$ cat src/rtl/time_set_ctrl_pkg.sv
// time_set_pkg: state/edit-field encodings, field limits and wrap-around step helpers
package time_set_pkg;
  typedef logic [1:0] state_t;
  localparam state_t S_RUN = 2'd0;
  localparam state_t S_HOUR = 2'd1;
  localparam state_t S_MIN = 2'd2;
  localparam logic [1:0] EF_NONE = 2'b00;
  localparam logic [1:0] EF_HOUR = 2'b01;
  localparam logic [1:0] EF_MIN = 2'b10;
  localparam logic [4:0] HOUR_MAX = 5'd23;
  localparam logic [5:0] MINUTE_MAX = 6'd59;
  function automatic logic [4:0] step_hour(input logic [4:0] v, input logic up, input logic dn);
    return up ? (v == HOUR_MAX ? 5'd0 : v + 5'd1) : dn ? (v == 5'd0 ? HOUR_MAX : v - 5'd1) : v;
  endfunction
  function automatic logic [5:0] step_min(input logic [5:0] v, input logic up, input logic dn);
    return up ? (v == MINUTE_MAX ? 6'd0 : v + 6'd1) : dn ? (v == 6'd0 ? MINUTE_MAX : v - 6'd1) : v;
  endfunction
endpackage

$ cat src/rtl/time_set_ctrl_if.sv
// time_set_if: buttons, running time in, edited time and status out
interface time_set_if;
  logic btn_mode;
  logic btn_inc;
  logic btn_dec;
  logic [4:0] cur_hour;
  logic [5:0] cur_minute;
  logic [4:0] set_hour;
  logic [5:0] set_minute;
  logic load;
  logic run_flag;
  logic [1:0] edit_field;
  modport master(output btn_mode, btn_inc, btn_dec, cur_hour, cur_minute,
                 input set_hour, set_minute, load, run_flag, edit_field);
  modport slave(input btn_mode, btn_inc, btn_dec, cur_hour, cur_minute,
                output set_hour, set_minute, load, run_flag, edit_field);
endinterface

$ cat src/rtl/time_set_ctrl_debounce.sv
// btn_debounce: 2-flop synchronizer, stable-level debounce and one-cycle press pulse
module btn_debounce #(
  parameter int DB_CYCLES = 1000
) (
  input  logic clk,
  input  logic rst_n,
  input  logic btn,
  output logic press
);
  localparam int CW = $clog2(DB_CYCLES + 1);
  logic [1:0] sync_q, sync_d;
  logic [CW-1:0] cnt_q, cnt_d;
  logic level_q, level_d, armed_q, armed_d, press_q, press_d, diff, done;
  // until a stable low is seen the button is unarmed, so a press held through reset never fires
  always_comb begin
    sync_d = {sync_q[0], btn};
    diff = armed_q ? (sync_q[1] != level_q) : ~sync_q[1];
    done = diff && (cnt_q == CW'(DB_CYCLES - 1));
    cnt_d = (diff && !done) ? cnt_q + CW'(1) : '0;
    armed_d = armed_q | done;
    level_d = (armed_q && done) ? sync_q[1] : level_q;
    press_d = level_d & ~level_q;
  end
  always_ff @(posedge clk or negedge rst_n) begin
    if (!rst_n) begin
      sync_q <= '0;
      cnt_q <= '0;
      level_q <= 1'b0;
      armed_q <= 1'b0;
      press_q <= 1'b0;
    end else begin
      sync_q <= sync_d;
      cnt_q <= cnt_d;
      level_q <= level_d;
      armed_q <= armed_d;
      press_q <= press_d;
    end
  end
  assign press = press_q;
endmodule

$ cat src/rtl/time_set_ctrl.sv
// time_set_ctrl: three-button hour/minute editor with load strobe and idle timeout
module time_set_ctrl
  import time_set_pkg::*;
#(
  parameter int DB_CYCLES = 1000,
  parameter int TIMEOUT_CYCLES = 65536
) (
  input logic clk,
  input logic rst_n,
  time_set_if.slave bus
);
  localparam int TW = $clog2(TIMEOUT_CYCLES);
  logic mode, inc, dec, up, dn, any, timeout;
  state_t state_q, state_d;
  logic [4:0] h_q, h_d, set_h_q, set_h_d;
  logic [5:0] m_q, m_d, set_m_q, set_m_d;
  logic [TW-1:0] idle_q, idle_d;
  logic load_q, load_d, run_q, run_d;
  btn_debounce #(.DB_CYCLES(DB_CYCLES)) u_mode (.clk(clk), .rst_n(rst_n), .btn(bus.btn_mode), .press(mode));
  btn_debounce #(.DB_CYCLES(DB_CYCLES)) u_inc (.clk(clk), .rst_n(rst_n), .btn(bus.btn_inc), .press(inc));
  btn_debounce #(.DB_CYCLES(DB_CYCLES)) u_dec (.clk(clk), .rst_n(rst_n), .btn(bus.btn_dec), .press(dec));
  always_comb begin
    up = inc & ~dec;
    dn = dec & ~inc;
    any = mode | inc | dec;
    timeout = (state_q != S_RUN) && (idle_q == TW'(TIMEOUT_CYCLES - 1));
    idle_d = (state_q == S_RUN || any) ? '0 : idle_q + TW'(1);
    state_d = state_q;
    h_d = h_q;
    m_d = m_q;
    set_h_d = set_h_q;
    set_m_d = set_m_q;
    load_d = 1'b0;
    run_d = state_q == S_RUN;
    if (state_q == S_RUN) begin
      if (mode) begin
        state_d = S_HOUR;
        h_d = bus.cur_hour > HOUR_MAX ? 5'd0 : bus.cur_hour;
        m_d = bus.cur_minute > MINUTE_MAX ? 6'd0 : bus.cur_minute;
      end
    end else if (mode) begin
      state_d = state_q == S_HOUR ? S_MIN : S_RUN;
      load_d = state_q != S_HOUR;
      set_h_d = load_d ? h_q : set_h_q;
      set_m_d = load_d ? m_q : set_m_q;
    end else if (timeout) begin
      state_d = S_RUN;
    end else if (state_q == S_HOUR) begin
      h_d = step_hour(h_q, up, dn);
    end else begin
      m_d = step_min(m_q, up, dn);
    end
  end
  always_ff @(posedge clk or negedge rst_n) begin
    if (!rst_n) begin
      state_q <= S_RUN;
      h_q <= '0;
      m_q <= '0;
      set_h_q <= '0;
      set_m_q <= '0;
      idle_q <= '0;
      load_q <= 1'b0;
      run_q <= 1'b1;
    end else begin
      state_q <= state_d;
      h_q <= h_d;
      m_q <= m_d;
      set_h_q <= set_h_d;
      set_m_q <= set_m_d;
      idle_q <= idle_d;
      load_q <= load_d;
      run_q <= run_d;
    end
  end
  assign bus.set_hour = set_h_q;
  assign bus.set_minute = set_m_q;
  assign bus.load = load_q;
  assign bus.run_flag = run_q;
  assign bus.edit_field = state_q == S_HOUR ? EF_HOUR : state_q == S_MIN ? EF_MIN : EF_NONE;
endmodule

$ cat src/flat_wrapper.sv
// flat-port wrapper written by rule: the top's interface ports become plain ports
module time_set_ctrl_flat import time_set_pkg::*;
#(
  parameter int DB_CYCLES = 1000,
  parameter int TIMEOUT_CYCLES = 65536
)
  (clk, rst_n, bus_btn_mode, bus_btn_inc, bus_btn_dec, bus_cur_hour, bus_cur_minute, bus_set_hour, bus_set_minute, bus_load, bus_run_flag, bus_edit_field);
  time_set_if bus_i ();
  input logic clk;
  input logic rst_n;
  input wire logic [$bits(bus_i.btn_mode)-1:0] bus_btn_mode;
  input wire logic [$bits(bus_i.btn_inc)-1:0] bus_btn_inc;
  input wire logic [$bits(bus_i.btn_dec)-1:0] bus_btn_dec;
  input wire logic [$bits(bus_i.cur_hour)-1:0] bus_cur_hour;
  input wire logic [$bits(bus_i.cur_minute)-1:0] bus_cur_minute;
  output wire logic [$bits(bus_i.set_hour)-1:0] bus_set_hour;
  output wire logic [$bits(bus_i.set_minute)-1:0] bus_set_minute;
  output wire logic [$bits(bus_i.load)-1:0] bus_load;
  output wire logic [$bits(bus_i.run_flag)-1:0] bus_run_flag;
  output wire logic [$bits(bus_i.edit_field)-1:0] bus_edit_field;
  assign bus_i.btn_mode = bus_btn_mode;
  assign bus_i.btn_inc = bus_btn_inc;
  assign bus_i.btn_dec = bus_btn_dec;
  assign bus_i.cur_hour = bus_cur_hour;
  assign bus_i.cur_minute = bus_cur_minute;
  assign bus_set_hour = bus_i.set_hour;
  assign bus_set_minute = bus_i.set_minute;
  assign bus_load = bus_i.load;
  assign bus_run_flag = bus_i.run_flag;
  assign bus_edit_field = bus_i.edit_field;
  time_set_ctrl #(.DB_CYCLES(DB_CYCLES), .TIMEOUT_CYCLES(TIMEOUT_CYCLES)) u_core (.clk(clk), .rst_n(rst_n), .bus(bus_i));
endmodule
$ cat config.mk
export PLATFORM = sky130hd
export DESIGN_NAME = time_set_ctrl_flat
export DESIGN_NICKNAME = d
export VERILOG_FILES = /design/src/rtl/time_set_ctrl_pkg.sv /design/src/rtl/time_set_ctrl_if.sv /design/src/rtl/time_set_ctrl_debounce.sv /design/src/rtl/time_set_ctrl.sv /design/src/flat_wrapper.sv
export SDC_FILE = /design/constraint.sdc
export NUM_CORES = 1
export LEC_CHECK = 0
export CAP_MARGIN = 20
export CORE_MARGIN = 3
export CORE_UTILIZATION = 30
export CTS_BUF_LIST = sky130_fd_sc_hd__clkbuf_16
export DETAILED_ROUTE_END_ITERATION = 7
export MAX_ROUTING_LAYER = met4
export PLACE_DENSITY = 0.58
export REMOVE_ABC_BUFFERS = 1
export SLEW_MARGIN = 20
export SYNTH_ARGS = -nofsm -noshare
export SYNTH_HDL_FRONTEND = slang
export SYNTH_HIERARCHICAL = 1
export SYNTH_SLANG_ARGS = --single-unit
$ cat constraint.sdc
create_clock -name clk -period 1.9 [get_ports clk]
set_input_delay 0.285 -clock clk [delete_from_list [all_inputs] [get_ports clk]]
set_output_delay 0.285 -clock clk [all_outputs]
set_load 0.01 [all_outputs]
* Yosys cells after proc, flatten, opt, wreduce, memory -nomap -nowiden *
Index checks and enable logic that the tools add are counted.

storage, ports and cells
  logic and storage cells = 132
  input bits = 16
  output and inout bits = 15
  bits in latches = 0
  ROM bits = 0
  flip-flop bits (word level) = 87
  memories kept = 0
  bits in writable memories = 0

cells by class
  shifts and indexed selects = 0
  reduce and logical (&&, ||, !) cells = 25
  bitwise logic cells = 19
  mux-type cells = 39
  equality and inequality tests = 16
  magnitude comparators = 2
  $add $sub $neg = 8
  div/mod/pow operators = 0
  $mul = 0

operators by type and width
  cell                     number
  $mux W6                  10
  $mux W5                  10
  $add A10 B1 Y10 const B  3
  $eq A10 B10 Y1 const B   3
  $mux W10                 3
  $add A16 B1 Y16 const B  1
  $eq A16 B16 Y1 const B   1
  $mux W16                 1
  $mux W2                  7
  $logic_and A1 B1 Y1      10
  $reduce_and A5 Y1        2
  $not A1 Y1               9
  $mux W1                  8
  $add A6 B1 Y6 const B    1
  $eq A6 B6 Y1 const B     1
  $gt A6 B6 Y1 const B     1
  $logic_not A6 Y1         1
  $ne A2 B2 Y1 const B     3
  $reduce_bool A2 Y1       3
  $sub A6 B1 Y6 const B    1
  $add A5 B1 Y5 const B    1
  $and A1 B1 Y1            5
  $eq A5 B5 Y1 const B     1
  $gt A5 B5 Y1 const B     1
  other kinds (13)         22

* Longest topological paths before layout *
Gate-level depths: netlist of the first run.

  depth after elaboration = 8
  gate-level depth with buffers = 9
  mapped depth without buffers = 7

* Cells and area by module *
Netlist of the first run, hierarchy kept.

modules (own cells, without submodules)
  module         cells each  area an instance (um^2)  times used  sequential area each (um^2)
  time_set_ctrl  257         2,389.8                  1           1,052.3
  btn_debounce   65          714.4                    3           375.4

* Least setup slack after synthesis of the first run *
No wires, ideal clock.

  kind = register to register
  start = reg u_core.state_q[1]
  end = reg u_core.h_q[0]
  period minus slack after synthesis = 1,856 ps
  cell stages (with the launch flop) = 8
  setup time = 125 ps
  path slack = 44 ps
  required time = 1,775 ps
  data arrival time = 1,731 ps
  cell sequence = dfrtp_1 -> buf_6 -> or2_1 -> buf_6 -> and3_4 -> a211oi_4 -> nor2_2 -> mux2_4

between the ends
  cells in the longest elaborated chain, start to end = 4
  elaborated cells on any way between the ends = 10
  those cells by class = eq/ne: 4; mux: 1; reduce/logical: 5

RTL lines
  what                         RTL line             text
  start: declaration           time_set_ctrl.sv:14  state_t state_q, state_d;
  start signal: assignment     time_set_ctrl.sv:65  state_q <= state_d;
  $reduce_bool A2 Y1           time_set_ctrl.sv:26  timeout = (state_q != S_RUN) && (idle_q == TW'(TIMEOUT_CYCLES - 1));
  $logic_and A1 B1 Y1          time_set_ctrl.sv:26
  $ne A2 B2 Y1 (no line)       -
  $reduce_and A5 Y1 (no line)  -
  end signal: assignment       time_set_ctrl.sv:57  h_q <= '0;
  end signal: assignment       time_set_ctrl.sv:66  h_q <= h_d;
  end: declaration             time_set_ctrl.sv:15  logic [4:0] h_q, h_d, set_h_q, set_h_d;

Several ways; a longest one is shown, not always the timed one.
A chain may end at the register's enable or synchronous reset.

* Worst setup path after layout of the first run *
  start = reg u_core.idle_q[1]
  end = reg u_core.h_q[0]

between the ends
  cells in the longest elaborated chain, start to end = 4

RTL lines
  what                         RTL line             text
  start: declaration           time_set_ctrl.sv:17  logic [TW-1:0] idle_q, idle_d;
  start signal: assignment     time_set_ctrl.sv:70  idle_q <= idle_d;
  $eq A16 B16 Y1               time_set_ctrl.sv:26
  $logic_and A1 B1 Y1          time_set_ctrl.sv:26
  $ne A2 B2 Y1 (no line)       -
  $reduce_and A5 Y1 (no line)  -

Every way passes these cells.

==> impl_metrics.env, run 1 <==
export IMPL_setup_violations_final=0
export IMPL_yosys_warnings=6
export IMPL_first_iter_violations=264
export IMPL_vias=3411
export IMPL_worst_pin_slew_ns=0.591
export IMPL_final_layout_size_suffix_gt1_frac=0.167
export IMPL_drt_total_wl_mm=9.34
export IMPL_final_cell_mix="dfrtp_1, nor2_1, nand3_1"
export IMPL_rsz0062_at_grt="no"
export IMPL_p_per_area_nw_per_um2=703
export IMPL_n_antenna_cell=0
export IMPL_syn_inst=452
export IMPL_viasPerCell=4.93
export IMPL_worstHoldPathType="input port to asynchronous set/reset pin"
export IMPL_avgSynthCellArea_um2=10.0
export IMPL_cts_max_level=3
export IMPL_endpoint="u_core/h_q[0]"
export IMPL_initial_core_util=0.310
export IMPL_gr_total_overflow=0
export IMPL_ys_seq_area_frac=0.481
export IMPL_final_common_cell="dfrtp_1"
export IMPL_design_area_um2=5540
export IMPL_clk_pin_slew_worst_paths_ns=0.06
export IMPL_cp_max_fo=7
export IMPL_drv_cap=0
export IMPL_r2r_end="u_core/h_q[0]"
export IMPL_syn_area_um2=4530
export IMPL_clk_latency_ns=0.34
export IMPL_die_x_um=129
export IMPL_synth_edff_count=0
export IMPL_async_flop_share=1.00
export IMPL_fin_crit_sh=0.940
export IMPL_antenna_found_initial=0
export IMPL_cp_required_ns=2.13
export IMPL_yosys_area_share_xor_xnor=0.0839
export IMPL_grt_pass1_wl_mm=16.1
export IMPL_ys_types=56
export IMPL_final_nets=528
export IMPL_fmax_mhz=560
export IMPL_grt_pass1_vias=3548
export IMPL_gp_congestion=0.899
export IMPL_cts_tree="built"
export IMPL_critPathCaptureType="flip-flop"
export IMPL_root_buffer="clkbuf_16"
export IMPL_ir_drop_uv=397
export IMPL_synthToLayoutAreaGrowth_pct=22.3
export IMPL_cp_start_kind="flip-flop"
export IMPL_min_period_ns=1.79
export IMPL_synth_compound_area_frac=0.117
export IMPL_p_leak_nw=2.33
export IMPL_wire_per_inst_um=13.5
export IMPL_cts_buffer_depth=2
export IMPL_hold_violations=0
export IMPL_run_status="finished, final reports clean"
export IMPL_dieHeight_um=129
export IMPL_grt_max_degree=51
export IMPL_grtUsageTotal=0.122
export IMPL_worst_ep_arrival_time_ns=2.01
export IMPL_rr_startpoint="u_core/idle_q[1]"
export IMPL_synth_mux_area_frac=0.0326
export IMPL_synth_fa_ha_area_frac=0.0248
export IMPL_yosys_register_bits=87
export IMPL_cts_inserted_buffers=9
export IMPL_crit_type="flip-flop to flip-flop"
export IMPL_port_buffers=30
export IMPL_antenna_left=0
export IMPL_skew_ns=0.00455
export IMPL_ios=31
export IMPL_synth_simple_area_share=0.226
export IMPL_die_area_um2=16600
export IMPL_rows=44
export IMPL_cts_sinks=87
export IMPL_r2r_setup_slack_ns=0.11
export IMPL_crit_start="u_core/idle_q[1]"
export IMPL_r2r_cells=8
export IMPL_first_pass_iters=5
export IMPL_drc=0
export IMPL_synth_top_family_by_area="simple AND/OR/NAND/NOR gates"
export IMPL_core_area_um2=14600
export IMPL_hold_ws_ns=0.334
export IMPL_relSlewSlack=0.605
export IMPL_dp_hpwl_mm=6.71
export IMPL_dpl_cell_area_um2=5150
export IMPL_synthFlopType="dfrtp_1"
export IMPL_report_final_slew_viol_count=0
-- power breakdown --
group | internal, mW | switching (mW) | leakage, nW
logic | 0.0714 | 0.0876 | 1.02
registers | 1.88 | 0.0280 | 1.16
clock network | 1.14 | 0.697 | 0.147
-- flip-flops by register name, indices dropped and copies added (netlist names), 2 cells and up --
name	flops
u_core/bus.set_hour	5
u_core/state_q	2
u_core/u_dec/sync_q	2
u_core/bus.set_minute	6
u_core/idle_q	16
u_core/u_mode/sync_q	2
u_core/m_q	6
u_core/u_inc/cnt_q	10
u_core/h_q	5
u_core/u_dec/cnt_q	10
u_core/u_inc/sync_q	2
u_core/u_mode/cnt_q	10
-- critical path, cell delays in order (launching register included) --
cell and delay, ns:
dfrtp_1 0.39, ha_4 0.16, nand4_1 0.12, nor3_2 0.17
buf_4 0.17, a211oi_4 0.06, buf_4 0.17, nor2_2 0.12
mux2_4 0.31
-- layout make-up --
class	instances	area [um2]
well taps	184	230
clock inverters	7	87.6
repair buffers	55	514
fillers	1448	9100
flip-flops and latches	87	2180
inverters	22	86.3
multi-input cells	328	2220
clock buffers	9	225
-- logic make-up (layout without fill, tap and decap cells) --
family                   Yosys count  count (layout)
XOR/XNOR                          37              37
adder cells (fa/ha/maj)            9               9
buffers and inverters             37              93
AO/OA/AOI/OAI                     75              75
multiplexers                      13              13
flip-flops                        87              87
AND/OR/NAND/NOR                  194             194
-- cell usage after synthesis (4+ instances only) --
cell | count | area share
dfrtp_1 | 86 | 0.47
nor2_1 | 63 | 0.052
nand3_1 | 31 | 0.034
nand2_1 | 26 | 0.022
inv_1 | 22 | 0.018
xor2_1 | 19 | 0.037
o21ai_0 | 17 | 0.019
a21oi_1 | 16 | 0.018
xnor2_1 | 15 | 0.029
nand4_1 | 12 | 0.017
a31oi_1 | 10 | 0.014
clkbuf_1 | 10 | 0.0083
mux2_2 | 10 | 0.025
nor3_1 | 10 | 0.011
ha_1 | 9 | 0.025
and3_1 | 7 | 0.0097
nor2b_1 | 5 | 0.0069
o211ai_1 | 5 | 0.0083
nor2_2 | 4 | 0.0055
nor3_2 | 4 | 0.0088
nor3b_1 | 4 | 0.0066
-- how the worst min path moves through the flow --
stage,from,end
floorplan,rst_n,u_core/bus.load
global placement,rst_n,u_core/u_dec/sync_q[0]
detailed placement,rst_n,u_core/u_dec/sync_q[0]
CTS,rst_n,u_core/u_dec/sync_q[0]
global route,rst_n,u_core/u_dec/sync_q[0]
finish,rst_n,u_core/u_inc/sync_q[0]
-- stage by stage --
step,setup slack [ns],power [mW],util,instances,TNS [ns]
2_1_floorplan,-0.0204,2.00,-,437,-0.0204
3_3_place_gp,0.0828,2.10,0.352,671,0
3_5_place_dp,0.0270,2.10,0.352,671,0
4_1_cts,0.0214,3.97,0.374,688,0
5_1_grt,0.0113,4.08,0.379,692,0
6_report,0.113,3.90,0.379,692,0
-- routing by layer --
metal	up-vias	wire length [um]	track usage
li1	1679	-	-
met1	1665	4340	0.148
met2	55	4520	0.198
met3	12	298	0.0291
met4	0	180	0.0482
met5	-	0	-
-- what timing repair did --
item	in CTS	in global routing
pin swaps	0	1
hold endpoints to repair	13	0
gates resized for setup	4	5
buffers inserted	0	4
setup endpoints to repair	2	5
hold buffers	1	0
(Power assumes the default switching activity.)
==> run 2: changes to the inputs <==
--- a/config.mk
+++ b/config.mk
@@ -5,7 +5,9 @@
 export SDC_FILE = /design/constraint.sdc
 export NUM_CORES = 1
 export LEC_CHECK = 0
+export ABC_CLOCK_PERIOD_IN_PS = 1900
 export CAP_MARGIN = 20
+export CORE_ASPECT_RATIO = 1.2
 export CORE_MARGIN = 3
 export CORE_UTILIZATION = 30
 export CTS_BUF_LIST = sky130_fd_sc_hd__clkbuf_16
==> impl_metrics.env, run 2 (synthesis results as in run 1) <==
export IMPL_run_status="finished, final reports clean"
export IMPL_antenna_left=0
export IMPL_gp_congestion=0.889
export IMPL_seqPwrFrac=0.496
export IMPL_design_area_um2=5490
export IMPL_cp_start_kind="flip-flop"
export IMPL_synthToLayoutAreaGrowth_pct=21.2
export IMPL_final_cell_mix="dfrtp_1, nor2_1, nand3_1"
export IMPL_ir_drop_uv=398
export IMPL_relSlewSlack=0.659
export IMPL_cts_tree="built"
export IMPL_grtUsageTotal=0.118
export IMPL_p_sw_frac=0.227
export IMPL_grt_pass1_vias=3372
export IMPL_dp_hpwl_mm=6.49
export IMPL_ios=31
export IMPL_root_buffer="clkbuf_16"
export IMPL_skew_ns=0.00779
export IMPL_p_leak_nw=2.31
export IMPL_final_common_cell="dfrtp_1"
export IMPL_drt_total_wl_mm=9.02
export IMPL_report_final_slew_viol_count=0
export IMPL_cts_max_level=3
export IMPL_r2r_setup_slack_ns=0.09
export IMPL_die_x_um=118
export IMPL_dpl_cell_area_um2=5160
export IMPL_critPathCaptureType="flip-flop"
export IMPL_setup_violations_final=0
export IMPL_largest_reg_flops=16
export IMPL_routed_wl_met3_um=368
export IMPL_min_period_ns=1.81
export IMPL_hold_violations=0
export IMPL_crit_type="flip-flop to flip-flop"
export IMPL_grt_pass1_wl_mm=15.7
export IMPL_drc=0
export IMPL_cp_max_fo=7
export IMPL_wire_per_inst_um=12.8
export IMPL_cts_buffer_depth=2
export IMPL_p_per_area_nw_per_um2=698
export IMPL_fmax_mhz=551
export IMPL_antenna_found_initial=0
export IMPL_wl_met2_mm=4.20
export IMPL_drt_met1_wl_mm=4.25
export IMPL_dieHeight_um=141
export IMPL_clk_latency_ns=0.34
export IMPL_rows=48
export IMPL_fin_crit_sh=0.955
export IMPL_power_mw=3.83
export IMPL_switchingPower_uw=868
export IMPL_gr_total_overflow=0
export IMPL_layout_setup_ws_ns=0.0864
export IMPL_holdCritStartpoint="u_core/u_inc/sync_q[0]"
export IMPL_cp_required_ns=2.13
export IMPL_port_buffers=30
export IMPL_worstHoldEndpoint="u_core/u_inc/sync_q[1]"
export IMPL_routed_top_layer="met4"
export IMPL_pre_cts_ws_ns=0.111
export IMPL_cts_inserted_buffers=9
export IMPL_crit_start="u_core/state_q[0]"
export IMPL_first_iter_violations=221
export IMPL_r2r_cells=5
export IMPL_n_antenna_cell=0
export IMPL_p_int_mw=2.97
export IMPL_r2r_end="u_core/h_q[0]"
export IMPL_vias=3428
export IMPL_core_area_um2=14600
export IMPL_p_clk_frac=0.463
export IMPL_grt_max_degree=42
export IMPL_initial_core_util=0.311
export IMPL_worst_ep_arrival_time_ns=2.04
export IMPL_worstHoldPathType="flip-flop to flip-flop"
export IMPL_comb_power_share=0.041
export IMPL_worst_pin_slew_ns=0.505
export IMPL_final_layout_size_suffix_gt1_frac=0.157
export IMPL_final_nets=524
export IMPL_drv_cap=0
export IMPL_clk_pin_slew_worst_paths_ns=0.07
export IMPL_largest_register="u_core/idle_q"
export IMPL_viasPerCell=4.87
export IMPL_min_path_cells=0
export IMPL_cts_sinks=87
export IMPL_rsz0062_at_grt="no"
export IMPL_rr_startpoint="u_core/state_q[0]"
export IMPL_first_pass_iters=4
export IMPL_die_area_um2=16600
-- run 2: worst max path at each step --
stage / cells after the start / endpoint / slack [ns]
2_1_floorplan: 5 / u_core/m_q[3] / -0.02
3_3_place_gp: 5 / u_core/h_q[0] / 0.16
3_5_place_dp: 5 / u_core/h_q[0] / 0.11
4_1_cts: 3 / bus_edit_field[1] / 0.007
5_1_grt: 8 / u_core/m_q[4] / 0.02
6_report: 5 / u_core/h_q[0] / 0.09
-- run 2: layout make-up --
type | count | area (um2)
sequential | 87 | 2180
tap | 200 | 250
fill | 1443 | 9100
inverter | 22 | 82.6
clock inverter | 7 | 72.6
multi-input combinational | 328 | 2210
timing repair buffer | 51 | 472
clock buffer | 9 | 225
-- run 2: worst max-delay path, cell delays in order, from the launching register on --
cell	delay (ns)
dfrtp_1	0.42
or2_1	0.27
and3_4	0.20
a211oi_4	0.42
nor2_2	0.08
mux2_4	0.31
-- run 2: metal layers --
metal / track usage / vias to the layer above
met5: - / -
met4: 0.0519 / 0
met1: 0.146 / 1665
met3: 0.0313 / 19
li1: - / 1679
met2: 0.182 / 65
-- run 2: per-stage QoR --
stage	cells	utilization	hold WS, ns	setup TNS (ns)
2_1_floorplan	437	-	-0.0106	-0.0204
3_3_place_gp	686	0.354	0.215	0
3_5_place_dp	686	0.354	0.218	0
4_1_cts	703	0.375	0.349	0
5_1_grt	704	0.376	0.356	0
6_report	704	0.376	0.349	0
-- run 2: power by group through the flow --
| stage | Sequential [mW] | Combinational [mW] | Clock [mW] |
|---|---|---|---|
| 2_1_floorplan | 1.93 | 0.0673 | 0 |
| 3_3_place_gp | 1.94 | 0.157 | 0 |
| 3_5_place_dp | 1.94 | 0.160 | 0 |
| 4_1_cts | 1.90 | 0.162 | 1.84 |
| 5_1_grt | 1.90 | 0.181 | 1.92 |
| 6_report | 1.90 | 0.157 | 1.77 |
-- run 2: timing repair --
action,in CTS,in global routing
resized for setup,1,4
endpoints found under the hold margin,23,0
setup endpoints to repair,1,4
setup buffers,0,1
hold buffers,1,0
pin swaps,0,1
==> run 3: changes to the inputs <==
--- a/config.mk
+++ b/config.mk
@@ -12,8 +12,9 @@
 export CORE_UTILIZATION = 30
 export CTS_BUF_LIST = sky130_fd_sc_hd__clkbuf_16
 export DETAILED_ROUTE_END_ITERATION = 7
+export GPL_TIMING_DRIVEN = 0
 export MAX_ROUTING_LAYER = met4
-export PLACE_DENSITY = 0.58
+export PLACE_DENSITY = 0.56
 export REMOVE_ABC_BUFFERS = 1
 export SLEW_MARGIN = 20
 export SYNTH_ARGS = -nofsm -noshare
==> impl_metrics.env, run 3 (synthesis results as in run 1) <==
export IMPL_first_pass_iters=4
export IMPL_setup_violations_final=0
export IMPL_largest_register="u_core/idle_q"
export IMPL_final_layout_size_suffix_gt1_frac=0.163
export IMPL_die_area_um2=16600
export IMPL_antenna_left=0
export IMPL_crit_chain="nor2b_1 -> clkdlybuf4s50_1"
export IMPL_ios=31
export IMPL_postLayoutCoreUtil=0.378
export IMPL_worst_ep_arrival_time_ns=1.52
export IMPL_power_mw=3.94
export IMPL_p_per_area_nw_per_um2=714
export IMPL_fmax_mhz=553
export IMPL_crit_type="flip-flop to output pin"
export IMPL_drc=0
export IMPL_grt_pass1_vias=3220
export IMPL_clk_latency_ns=0.33
export IMPL_gr_total_overflow=0
export IMPL_dp_hpwl_mm=6.03
export IMPL_p_leak_nw=2.28
export IMPL_cts_tree="built"
export IMPL_cts_max_level=3
export IMPL_rsz0062_at_grt="no"
export IMPL_skew_ns=0.00663
export IMPL_report_final_slew_viol_count=0
export IMPL_grt_max_degree=58
export IMPL_crit_path_top_delay_cell="clkdlybuf4s50_1"
export IMPL_crit_family="buffers and inverters"
export IMPL_gp_congestion=0.831
export IMPL_crit_buf_inv=1
export IMPL_critPathCaptureType="output pin"
export IMPL_design_area_um2=5520
export IMPL_num_fill_cells=1408
export IMPL_grtUsageTotal=0.113
export IMPL_drt_total_wl_mm=8.90
export IMPL_final_nets=518
export IMPL_r2r_setup_slack_ns=0.09
export IMPL_synthToLayoutAreaGrowth_pct=21.7
export IMPL_critPathMaxStageDelay_ns=0.56
export IMPL_core_area_um2=14600
export IMPL_antenna_found_initial=0
export IMPL_min_period_ns=1.81
export IMPL_relSlewSlack=0.619
export IMPL_root_buffer="clkbuf_16"
export IMPL_die_x_um=118
export IMPL_ir_drop_uv=330
export IMPL_cp_required_ns=1.62
export IMPL_largest_reg_flops=16
export IMPL_rows=48
export IMPL_wire_per_inst_um=12.8
export IMPL_fin_crit_sh=0.952
export IMPL_grt_pass1_wl_mm=15.4
export IMPL_n_antenna_cell=0
export IMPL_cts_buffer_depth=2
export IMPL_drv_cap=0
export IMPL_worst_pin_slew_ns=0.565
export IMPL_cp_start_kind="flip-flop"
export IMPL_first_iter_violations=228
export IMPL_viasPerCell=4.86
export IMPL_worstHoldPathType="flip-flop to flip-flop"
export IMPL_dpl_cell_area_um2=5030
export IMPL_dieHeight_um=141
export IMPL_cp_max_fo=8
export IMPL_final_cells=698
export IMPL_final_cell_mix="dfrtp_1, nor2_1, nand3_1"
export IMPL_cts_inserted_buffers=9
export IMPL_vias=3393
export IMPL_clk_pin_slew_worst_paths_ns=0.06
export IMPL_final_common_cell="dfrtp_1"
export IMPL_cts_sinks=87
export IMPL_port_buffers=30
export IMPL_initial_core_util=0.311
export IMPL_placed_cells=668
export IMPL_run_status="finished, final reports clean"
export IMPL_hold_violations=0
run 3: worst paths after layout:
check / start / end / depth (start not counted)
hold / removal: u_core/u_mode/sync_q[0] / u_core/u_mode/sync_q[1] / 0
setup reg to reg: u_core/state_q[0] / u_core/h_q[3] / 6
setup / recovery: u_core/state_q[1] / bus_edit_field[1] / 2
hold reg to reg: u_core/u_mode/sync_q[0] / u_core/u_mode/sync_q[1] / 0
max in group asynchronous: rst_n / u_core/state_q[1] / 3
min in group asynchronous: rst_n / u_core/u_mode/cnt_q[0] / 2
run 3: repair_timing:
action | CTS | global route
gates resized for setup | 8 | 8
pin swaps | 2 | 3
endpoints found under the hold margin | 29 | 0
hold buffers | 1 | 0
buffers inserted | 4 | 9
endpoints found under the setup margin | 29 | 5
gates cloned | 0 | 0
run 3: per-stage QoR:
stage / hold WS, ns / setup WS [ns] / setup TNS (ns)
2_1_floorplan: -0.0106 / -0.0204 / -0.0204
3_3_place_gp: 0.335 / -2.65 / -236.30
3_5_place_dp: 0.259 / -0.477 / -8.05
4_1_cts: 0.350 / 0.0131 / 0
5_1_grt: 0.359 / 0.00855 / 0
6_report: 0.348 / 0.0915 / 0
run 3: cell type report:
cell class	instances	area [um2]	share of cell area
repair buffers	45	432	0.0783
multi-input cells	328	2240	0.407
inverters	22	86.3	0.0157
flip-flops and latches	87	2180	0.396
well taps	200	250	0.0454
clock buffers	9	225	0.0408
clock inverters	7	96.3	0.0175
run 3: report_power, final:
part	internal (mW)	switching, mW
clock network	1.15	0.724
registers	1.88	0.0277
logic	0.0715	0.0855
total	3.10	0.837
run 3: metal layers:
layer  wire length, um  part of all wire  track usage  vias up
li1                  -                 -            -     1666
met1              4110              0.46        0.143     1655
met2              4380              0.49        0.180       63
met3               274             0.031       0.0221        9
met4               136             0.015       0.0451        0
met5                 0                 0            -        -
